$ cat src/rtl/knn_pkg.sv
// Shared definitions for the KNN host driver and the accelerator controller.
package knn_pkg;

    // Train points required before the accelerator starts sorting.
    localparam int NUM_TRAIN_DEF = 128;

    // Host command encoding carried on h_cmd.
    typedef enum logic [1:0] {
        CMD_TRAIN  = 2'b00,
        CMD_TEST   = 2'b01,
        CMD_UPDATE = 2'b10,
        CMD_RSVD   = 2'b11
    } host_cmd_e;

    // Driver sequencing states.
    typedef enum logic [1:0] {
        ST_IDLE        = 2'd0,
        ST_WAIT_RESULT = 2'd1,
        ST_RESULT_OUT  = 2'd2,
        ST_FINISHED    = 2'd3
    } drv_state_e;

endpackage

$ cat src/rtl/knn_host_driver_if.sv
// Host command/result handshakes plus the accelerator control bus.
// master = the driver, slave = host adapter and accelerator side.
interface knn_host_driver_if #(
    parameter int DATA_W = 16,
    parameter int RES_W  = 8
);
    logic              h_valid;
    logic              h_ready;
    logic [1:0]        h_cmd;
    logic [DATA_W-1:0] h_data;

    logic              knn_valid;
    logic              knn_data_type;
    logic              knn_train_points_update;
    logic [DATA_W-1:0] knn_data;
    logic              knn_busy;
    logic              knn_result_valid;
    logic [RES_W-1:0]  knn_result;

    logic              r_valid;
    logic              r_ready;
    logic [RES_W-1:0]  r_data;

    logic [7:0]        o_train_count;
    logic              o_timeout;

    modport master (
        input  h_valid, h_cmd, h_data, knn_busy, knn_result_valid, knn_result, r_ready,
        output h_ready, knn_valid, knn_data_type, knn_train_points_update, knn_data,
               r_valid, r_data, o_train_count, o_timeout
    );

    modport slave (
        output h_valid, h_cmd, h_data, knn_busy, knn_result_valid, knn_result, r_ready,
        input  h_ready, knn_valid, knn_data_type, knn_train_points_update, knn_data,
               r_valid, r_data, o_train_count, o_timeout
    );

endinterface

$ cat src/rtl/knn_host_driver.sv
// Host-side driver for the KNN accelerator: turns host commands into
// single-cycle accelerator pulses and hands the classification result back.
module knn_host_driver
    import knn_pkg::*;
#(
    parameter int DATA_W      = 16,
    parameter int RES_W       = 8,
    parameter int NUM_TRAIN   = NUM_TRAIN_DEF,
    parameter int TIMEOUT_CYC = 256
) (
    input logic               clk,
    input logic               rst,
    knn_host_driver_if.master bus
);

    localparam logic [1:0] S_IDLE   = ST_IDLE;
    localparam logic [1:0] S_WAIT   = ST_WAIT_RESULT;
    localparam logic [1:0] S_RESULT = ST_RESULT_OUT;
    localparam logic [1:0] S_FIN    = ST_FINISHED;

    localparam int         TW  = $clog2(TIMEOUT_CYC) + 1;
    localparam logic [7:0] NT8 = 8'(NUM_TRAIN);

    logic [1:0]        state_q, state_d;
    logic [7:0]        cnt_q, cnt_d;
    logic              pend_q, pend_d;
    logic              seen_q, seen_d;
    logic [TW-1:0]     tmo_q, tmo_d;
    logic              tflag_q, tflag_d;
    logic              rv_q, rv_d;
    logic [RES_W-1:0]  rd_q, rd_d;
    logic              kv_q, kv_d;
    logic              kt_q, kt_d;
    logic              ku_q, ku_d;
    logic [DATA_W-1:0] kd_q, kd_d;
    logic              rdy_q, rdy_d;
    logic              acc, enter_wait;

    // Next-state: command decode, result capture, timeout and ready generation.
    always_comb begin
        state_d    = state_q;
        cnt_d      = cnt_q;
        pend_d     = pend_q;
        seen_d     = seen_q;
        tmo_d      = tmo_q;
        tflag_d    = tflag_q;
        rv_d       = rv_q;
        rd_d       = rd_q;
        kv_d       = 1'b0;
        kt_d       = 1'b0;
        ku_d       = 1'b0;
        kd_d       = kd_q;
        enter_wait = 1'b0;
        acc        = bus.h_valid & rdy_q;

        case (state_q)
            S_IDLE: begin
                if (acc) begin
                    case (bus.h_cmd)
                        CMD_TRAIN: begin
                            kv_d = 1'b1;
                            kd_d = bus.h_data;
                            if (cnt_q < NT8) cnt_d = cnt_q + 8'd1;
                        end
                        CMD_TEST: begin
                            kv_d   = 1'b1;
                            kt_d   = 1'b1;
                            kd_d   = bus.h_data;
                            pend_d = 1'b1;
                        end
                        CMD_UPDATE: begin
                            ku_d   = 1'b1;
                            cnt_d  = 8'd0;
                            pend_d = 1'b0;
                        end
                        default: ;
                    endcase
                    // Either order works: whichever pulse completes the set starts the wait.
                    if (kv_d && cnt_d == NT8 && pend_d) enter_wait = 1'b1;
                end
            end
            S_WAIT: begin
                tmo_d = tmo_q + TW'(1);
                if (bus.knn_busy) seen_d = 1'b1;
                // Only trust result_valid once busy has been seen; before that it is the
                // previous run's finished-state valid.
                if (bus.knn_result_valid && seen_q) begin
                    rv_d    = 1'b1;
                    rd_d    = bus.knn_result;
                    state_d = S_RESULT;
                end else if (tmo_q == TW'(TIMEOUT_CYC - 1)) begin
                    tflag_d = 1'b1;
                    cnt_d   = 8'd0;
                    pend_d  = 1'b0;
                    state_d = S_IDLE;
                end
            end
            S_RESULT: begin
                if (rv_q && bus.r_ready) begin
                    rv_d    = 1'b0;
                    state_d = S_FIN;
                end
            end
            S_FIN: begin
                if (acc) begin
                    case (bus.h_cmd)
                        CMD_TRAIN: begin
                            kv_d       = 1'b1;
                            kd_d       = bus.h_data;
                            enter_wait = 1'b1;
                        end
                        CMD_TEST: begin
                            kv_d       = 1'b1;
                            kt_d       = 1'b1;
                            kd_d       = bus.h_data;
                            pend_d     = 1'b1;
                            enter_wait = 1'b1;
                        end
                        CMD_UPDATE: begin
                            ku_d    = 1'b1;
                            cnt_d   = 8'd0;
                            pend_d  = 1'b0;
                            state_d = S_IDLE;
                        end
                        default: ;
                    endcase
                end
            end
            default: state_d = S_IDLE;
        endcase

        if (enter_wait) begin
            state_d = S_WAIT;
            seen_d  = 1'b0;
            tmo_d   = '0;
        end

        rdy_d = (state_d == S_IDLE || state_d == S_FIN) && !rv_d && !bus.knn_busy;
    end

    // State and output registers; reset overrides every other event.
    always_ff @(posedge clk) begin
        if (rst) begin
            state_q <= S_IDLE;
            cnt_q   <= '0;
            pend_q  <= 1'b0;
            seen_q  <= 1'b0;
            tmo_q   <= '0;
            tflag_q <= 1'b0;
            rv_q    <= 1'b0;
            rd_q    <= '0;
            kv_q    <= 1'b0;
            kt_q    <= 1'b0;
            ku_q    <= 1'b0;
            kd_q    <= '0;
            rdy_q   <= 1'b0;
        end else begin
            state_q <= state_d;
            cnt_q   <= cnt_d;
            pend_q  <= pend_d;
            seen_q  <= seen_d;
            tmo_q   <= tmo_d;
            tflag_q <= tflag_d;
            rv_q    <= rv_d;
            rd_q    <= rd_d;
            kv_q    <= kv_d;
            kt_q    <= kt_d;
            ku_q    <= ku_d;
            kd_q    <= kd_d;
            rdy_q   <= rdy_d;
        end
    end

    assign bus.h_ready                 = rdy_q;
    assign bus.knn_valid               = kv_q;
    assign bus.knn_data_type           = kt_q;
    assign bus.knn_train_points_update = ku_q;
    assign bus.knn_data                = kd_q;
    assign bus.r_valid                 = rv_q;
    assign bus.r_data                  = rd_q;
    assign bus.o_train_count           = cnt_q;
    assign bus.o_timeout               = tflag_q;

endmodule

$ cat src/flat_wrapper.sv
// flat-port wrapper written by rule: the top's interface ports become plain ports
module knn_host_driver_flat import knn_pkg::*;
#(
    parameter int DATA_W      = 16,
    parameter int RES_W       = 8,
    parameter int NUM_TRAIN   = NUM_TRAIN_DEF,
    parameter int TIMEOUT_CYC = 256
)
  (clk, rst, bus_h_valid, bus_h_cmd, bus_h_data, bus_knn_busy, bus_knn_result_valid, bus_knn_result, bus_r_ready, bus_h_ready, bus_knn_valid, bus_knn_data_type, bus_knn_train_points_update, bus_knn_data, bus_r_valid, bus_r_data, bus_o_train_count, bus_o_timeout);
  knn_host_driver_if #(.DATA_W(DATA_W), .RES_W(RES_W)) bus_i ();
  input logic clk;
  input logic rst;
  input wire logic [$bits(bus_i.h_valid)-1:0] bus_h_valid;
  input wire logic [$bits(bus_i.h_cmd)-1:0] bus_h_cmd;
  input wire logic [$bits(bus_i.h_data)-1:0] bus_h_data;
  input wire logic [$bits(bus_i.knn_busy)-1:0] bus_knn_busy;
  input wire logic [$bits(bus_i.knn_result_valid)-1:0] bus_knn_result_valid;
  input wire logic [$bits(bus_i.knn_result)-1:0] bus_knn_result;
  input wire logic [$bits(bus_i.r_ready)-1:0] bus_r_ready;
  output wire logic [$bits(bus_i.h_ready)-1:0] bus_h_ready;
  output wire logic [$bits(bus_i.knn_valid)-1:0] bus_knn_valid;
  output wire logic [$bits(bus_i.knn_data_type)-1:0] bus_knn_data_type;
  output wire logic [$bits(bus_i.knn_train_points_update)-1:0] bus_knn_train_points_update;
  output wire logic [$bits(bus_i.knn_data)-1:0] bus_knn_data;
  output wire logic [$bits(bus_i.r_valid)-1:0] bus_r_valid;
  output wire logic [$bits(bus_i.r_data)-1:0] bus_r_data;
  output wire logic [$bits(bus_i.o_train_count)-1:0] bus_o_train_count;
  output wire logic [$bits(bus_i.o_timeout)-1:0] bus_o_timeout;
  assign bus_i.h_valid = bus_h_valid;
  assign bus_i.h_cmd = bus_h_cmd;
  assign bus_i.h_data = bus_h_data;
  assign bus_i.knn_busy = bus_knn_busy;
  assign bus_i.knn_result_valid = bus_knn_result_valid;
  assign bus_i.knn_result = bus_knn_result;
  assign bus_i.r_ready = bus_r_ready;
  assign bus_h_ready = bus_i.h_ready;
  assign bus_knn_valid = bus_i.knn_valid;
  assign bus_knn_data_type = bus_i.knn_data_type;
  assign bus_knn_train_points_update = bus_i.knn_train_points_update;
  assign bus_knn_data = bus_i.knn_data;
  assign bus_r_valid = bus_i.r_valid;
  assign bus_r_data = bus_i.r_data;
  assign bus_o_train_count = bus_i.o_train_count;
  assign bus_o_timeout = bus_i.o_timeout;
  knn_host_driver #(.DATA_W(DATA_W), .RES_W(RES_W), .NUM_TRAIN(NUM_TRAIN), .TIMEOUT_CYC(TIMEOUT_CYC)) u_core (.clk(clk), .rst(rst), .bus(bus_i));
endmodule
$ cat config.mk
export PLATFORM = sky130hd
export DESIGN_NAME = knn_host_driver_flat
export DESIGN_NICKNAME = d
export VERILOG_FILES = /design/src/rtl/knn_pkg.sv /design/src/rtl/knn_host_driver_if.sv /design/src/rtl/knn_host_driver.sv /design/src/flat_wrapper.sv
export SDC_FILE = /design/constraint.sdc
export NUM_CORES = 1
export LEC_CHECK = 0
export BUFFER_PORTS_ARGS = -buffer_cell sky130_fd_sc_hd__buf_2
export CAP_MARGIN = 10
export CELL_PAD_IN_SITES_DETAIL_PLACEMENT = 1
export CELL_PAD_IN_SITES_GLOBAL_PLACEMENT = 2
export CORE_MARGIN = 8
export CORE_UTILIZATION = 32
export DETAILED_ROUTE_END_ITERATION = 6
export PLACE_DENSITY_LB_ADDON = 0.1
export SYNTH_ARGS = -nofsm -noshare
export SYNTH_HDL_FRONTEND = slang
export SYNTH_SLANG_ARGS = --single-unit
$ cat constraint.sdc
create_clock -name clk -period 4.4 [get_ports clk]
set_clock_uncertainty 0.05 [all_clocks]
set_input_delay 0.88 -clock clk [delete_from_list [all_inputs] [get_ports clk]]
set_output_delay 0.88 -clock clk [all_outputs]
set_load 0.005 [all_outputs]
==> results.md <==
- Critical path arrival: 3.23 ns
- Clock root cell: clkbuf_8
- Max-cap violation count: 0
- Iter 0 DRT Violations: 37
- Critical-path cell list: buf_2 -> inv_1 -> ha_1 -> nor2_1 -> nor3_4 -> o2111ai_1 -> o41ai_2 -> buf_4 -> a2111oi_0
- Post-route ant nets: 0
- # IOs: 70
- FF-to-FF Start: u_core.state_q[1]$_SDFF_PP0_
- Seq cells post-synth: between 50 and 60
- Syn_nets: 340
- Period utilization: about 71%
- Global Route Usage Sum: between 10% and 20%
- Top_reg_cell synth: dfxtp_1
- CTS H-tree lvls: 2
- Worst-path clk slew: approximately 0.09 ns
- Async S/R FF share, synth: 0%
- Synth top area share: between 40 and 50%
- Startpoint Class: input pin
- Post-CTS sizing: 0
- Initial Utilization: 32.4%
- R2r worst-path depth: 7
- Vias per cell: between 4 and 5
- Drt first pass iters: 4
- Final Hold Fails: 0
- Post-Synthesis Cells: 297
- Max-slew headroom: between 40% and 50%
- Num CTS Buffers: 5
- Status: finished, final reports clean
- Power Dens Cells: 290 mW/mm^2
- Final setup TNS: 0 ns
- Mean Syn Cell Area: 8.29 um^2
- Vias in the first global route: approximately 2,300
- Post-Route WL: around 7.0 mm
- Number of remaining DRC errors: 0
- Top area cells in the synthesized netlist: dfxtp_1 (41%), nand2_1 (8.4%), a21oi_1 (8.3%)
- Critical Path Start: bus_h_cmd[0]
- Max Freq: 322 MHz
- Die X: between 100 and 150 um
- First-pass GRT wire length: ~12 mm
- Nets@finish: 405
- Seq pwr share: 53.8%
- Psw: 0.196 mW
- Synthesized cell area: between 0.002 and 0.0025 mm^2
- Num rows: 32
- Post-synth EDFFs: 0
- Slew Limit Fails: 0
- Antenna diodes: 0
- Final worst setup slack: between 1 and 1.5 ns
- Slowest stage delay, CP: around 0.56 ns
- Minimum hold slack: 0.405 ns
- Most common library cells after synthesis: nand2_1 (55), dfxtp_1 (51), a21oi_1 (41)
- Final setup viols: 0
- Critical path data required time: between 4 and 5 ns
- Most frequent cell after synthesis: nand2_1
- Yosys cell types: 50
- Leak pwr: ~1.2 nW
- Min Tclk post-route: slightly above 3 ns
- Area growth from synthesis to layout: 22.1%
- Die Y-Extent: 104 um
- Vias: 2,295
- Place WS: ~0.9 ns
- CTS tree: built
- Core area: between 0.007 and 0.008 mm^2
- Worst hold start: u_core.bus.r_data[2]$_SDFFE_PP0P_
- Crit Path Max Fanout: 19
- RD Place Congestion: 0.794
- Combinational fraction of design power: 6.8%
- Hold Buf Count CTS: 0
- Clock power share: slightly below 40%
- Worst hold path type: flip-flop to flip-flop
- Crit end category: flip-flop
- Seq/Total Area, Yosys: 41.5%
- Number of post-CTS setup repair buffers: 0
- Slew at the pin with the worst max-slew slack: roughly 0.76 ns
- CP max-delay cell: nor3_4
- Die ar.: 0.0108 mm^2
- Fillers: between 900 and 1,000
- Share of cells above drive strength 1: around a quarter
- Pint: around 0.67 mW
- Net Sw Frac: a little under a quarter
- Maximum clock path buffer count: 2
- Crit path kind: input pin to flip-flop
- VDD IR-drop max: between 0.1 and 0.15 mV
- Initial antenna violation count: 0
- Buffers on Ports: 69
- Largest area contributor in the netlist: dfxtp_1
- Clk sinks: 51
- RSZ-0062 raised after global routing: false
- DP HPWL: 5.22 mm
- Yosys warnings: 0
- Post-DR wirelength/cell: approximately 15 um
- Gr ovfl total: 0
- Worst-Skew Late Latency: about 0.31 ns
- Largest net degree at the start of global routing: 40
- Hold path depth: 2
-- layer usage --
| layer | global-route usage, % | wire [um] |
|---|---|---|
| met5 | 0 | 0 |
| met1 | 16.3 | 3440 |
| met3 | 3.53 | 307 |
| met4 | 2.79 | 54 |
| met2 | 20.8 | 3190 |
-- final cells by class --
type	instances	area, um^2	area share, %
Sequential cell	51	1020	34.0
Clock buffer	6	82.6	2.75
Clock inverter	2	35.0	1.17
Tap cell	102	128	4.25
Inverter	9	33.8	1.12
Timing Repair Buffer	70	353	11.7
Multi-Input combinational cell	225	1350	45.0
-- path summary, 6_finish.rpt --
kind                                       end  slack [ns]
max              u_core.bus.h_ready$_SDFF_PP0_        1.29
min          u_core.bus.r_data[2]$_SDFFE_PP0P_        0.41
max reg2reg      u_core.bus.h_ready$_SDFF_PP0_        1.46
min reg2reg  u_core.bus.r_data[2]$_SDFFE_PP0P_        0.41
-- cell families (layout without fill, tap and decap cells) --
family	count (synthesis)	after routing	synth area share, %
xor gates and xnor gates	7	7	2.49
muxes	3	3	1.27
and+or+nand+nor	129	129	26.2
buffers and inverters	21	87	3.61
AOI/OAI and AO/OA	75	75	19.3
adders and majority gates	11	11	5.59
DFF	51	51	41.5
-- sequential cells by signal (all words and copies together) (netlist names) --
register / count
u_core.bus.h_ready: 1
u_core.bus.knn_data: 16
u_core.bus.knn_data_type: 1
u_core.bus.knn_train_points_update: 1
u_core.bus.knn_valid: 1
u_core.bus.o_timeout: 1
u_core.bus.o_train_count: 8
u_core.bus.r_data: 8
u_core.bus.r_valid: 1
u_core.pend_q: 1
u_core.seen_q: 1
u_core.state_q: 2
u_core.tmo_q: 9
-- power by group through the flow --
stage	Combinational, mW	Clock, mW	Sequential (mW)
final	0.0595	0.343	0.468
after global routing	0.0660	0.373	0.469
after CTS	0.0603	0.353	0.468
after detailed placement	0.0601	0	0.479
after global placement	0.0599	0	0.479
after floorplan	0.0317	0	0.479
-- worst max-delay path: cells and delay by family --
family | cells | cell delay, ns
AOI/OAI and AO/OA | 3 | 0.78
adders and majority gates | 1 | 0.37
buffers and inverters | 3 | 0.47
and+or+nand+nor | 2 | 0.72
-- layout by cell type, fill, tap and decap left out, types with 4 or more instances in the layout --
| cell | netlist | routed |
|---|---|---|
| ha_1 | 11 | 11 |
| nor3_1 | 4 | 4 |
| nand2b_1 | 6 | 6 |
| dfxtp_1 | 51 | 51 |
| nor2b_1 | 4 | 4 |
| a21oi_1 | 41 | 41 |
| nand2_1 | 55 | 55 |
| clkbuf_8 | 0 | 6 |
| nand4_1 | 4 | 4 |
| a2bb2oi_1 | 5 | 5 |
| nor2_2 | 10 | 10 |
| inv_1 | 9 | 9 |
| nand3_1 | 7 | 7 |
| xor2_1 | 4 | 4 |
| nor2_1 | 17 | 17 |
| o21ai_0 | 4 | 4 |
| buf_2 | 2 | 69 |
-- through the flow --
stage               power [mW]  utilization (%)  instance area, um^2  instances
detailed placement       0.539             37.9                 2890        457
CTS                      0.882             39.5                 3000        465
floorplan                0.511                -                 2460        297
global placement         0.539             37.9                 2890        457
finish                   0.870             39.5                 3000        465
global route             0.908             39.5                 3000        465
No activity file was read; power rests on OpenSTA's default activity.
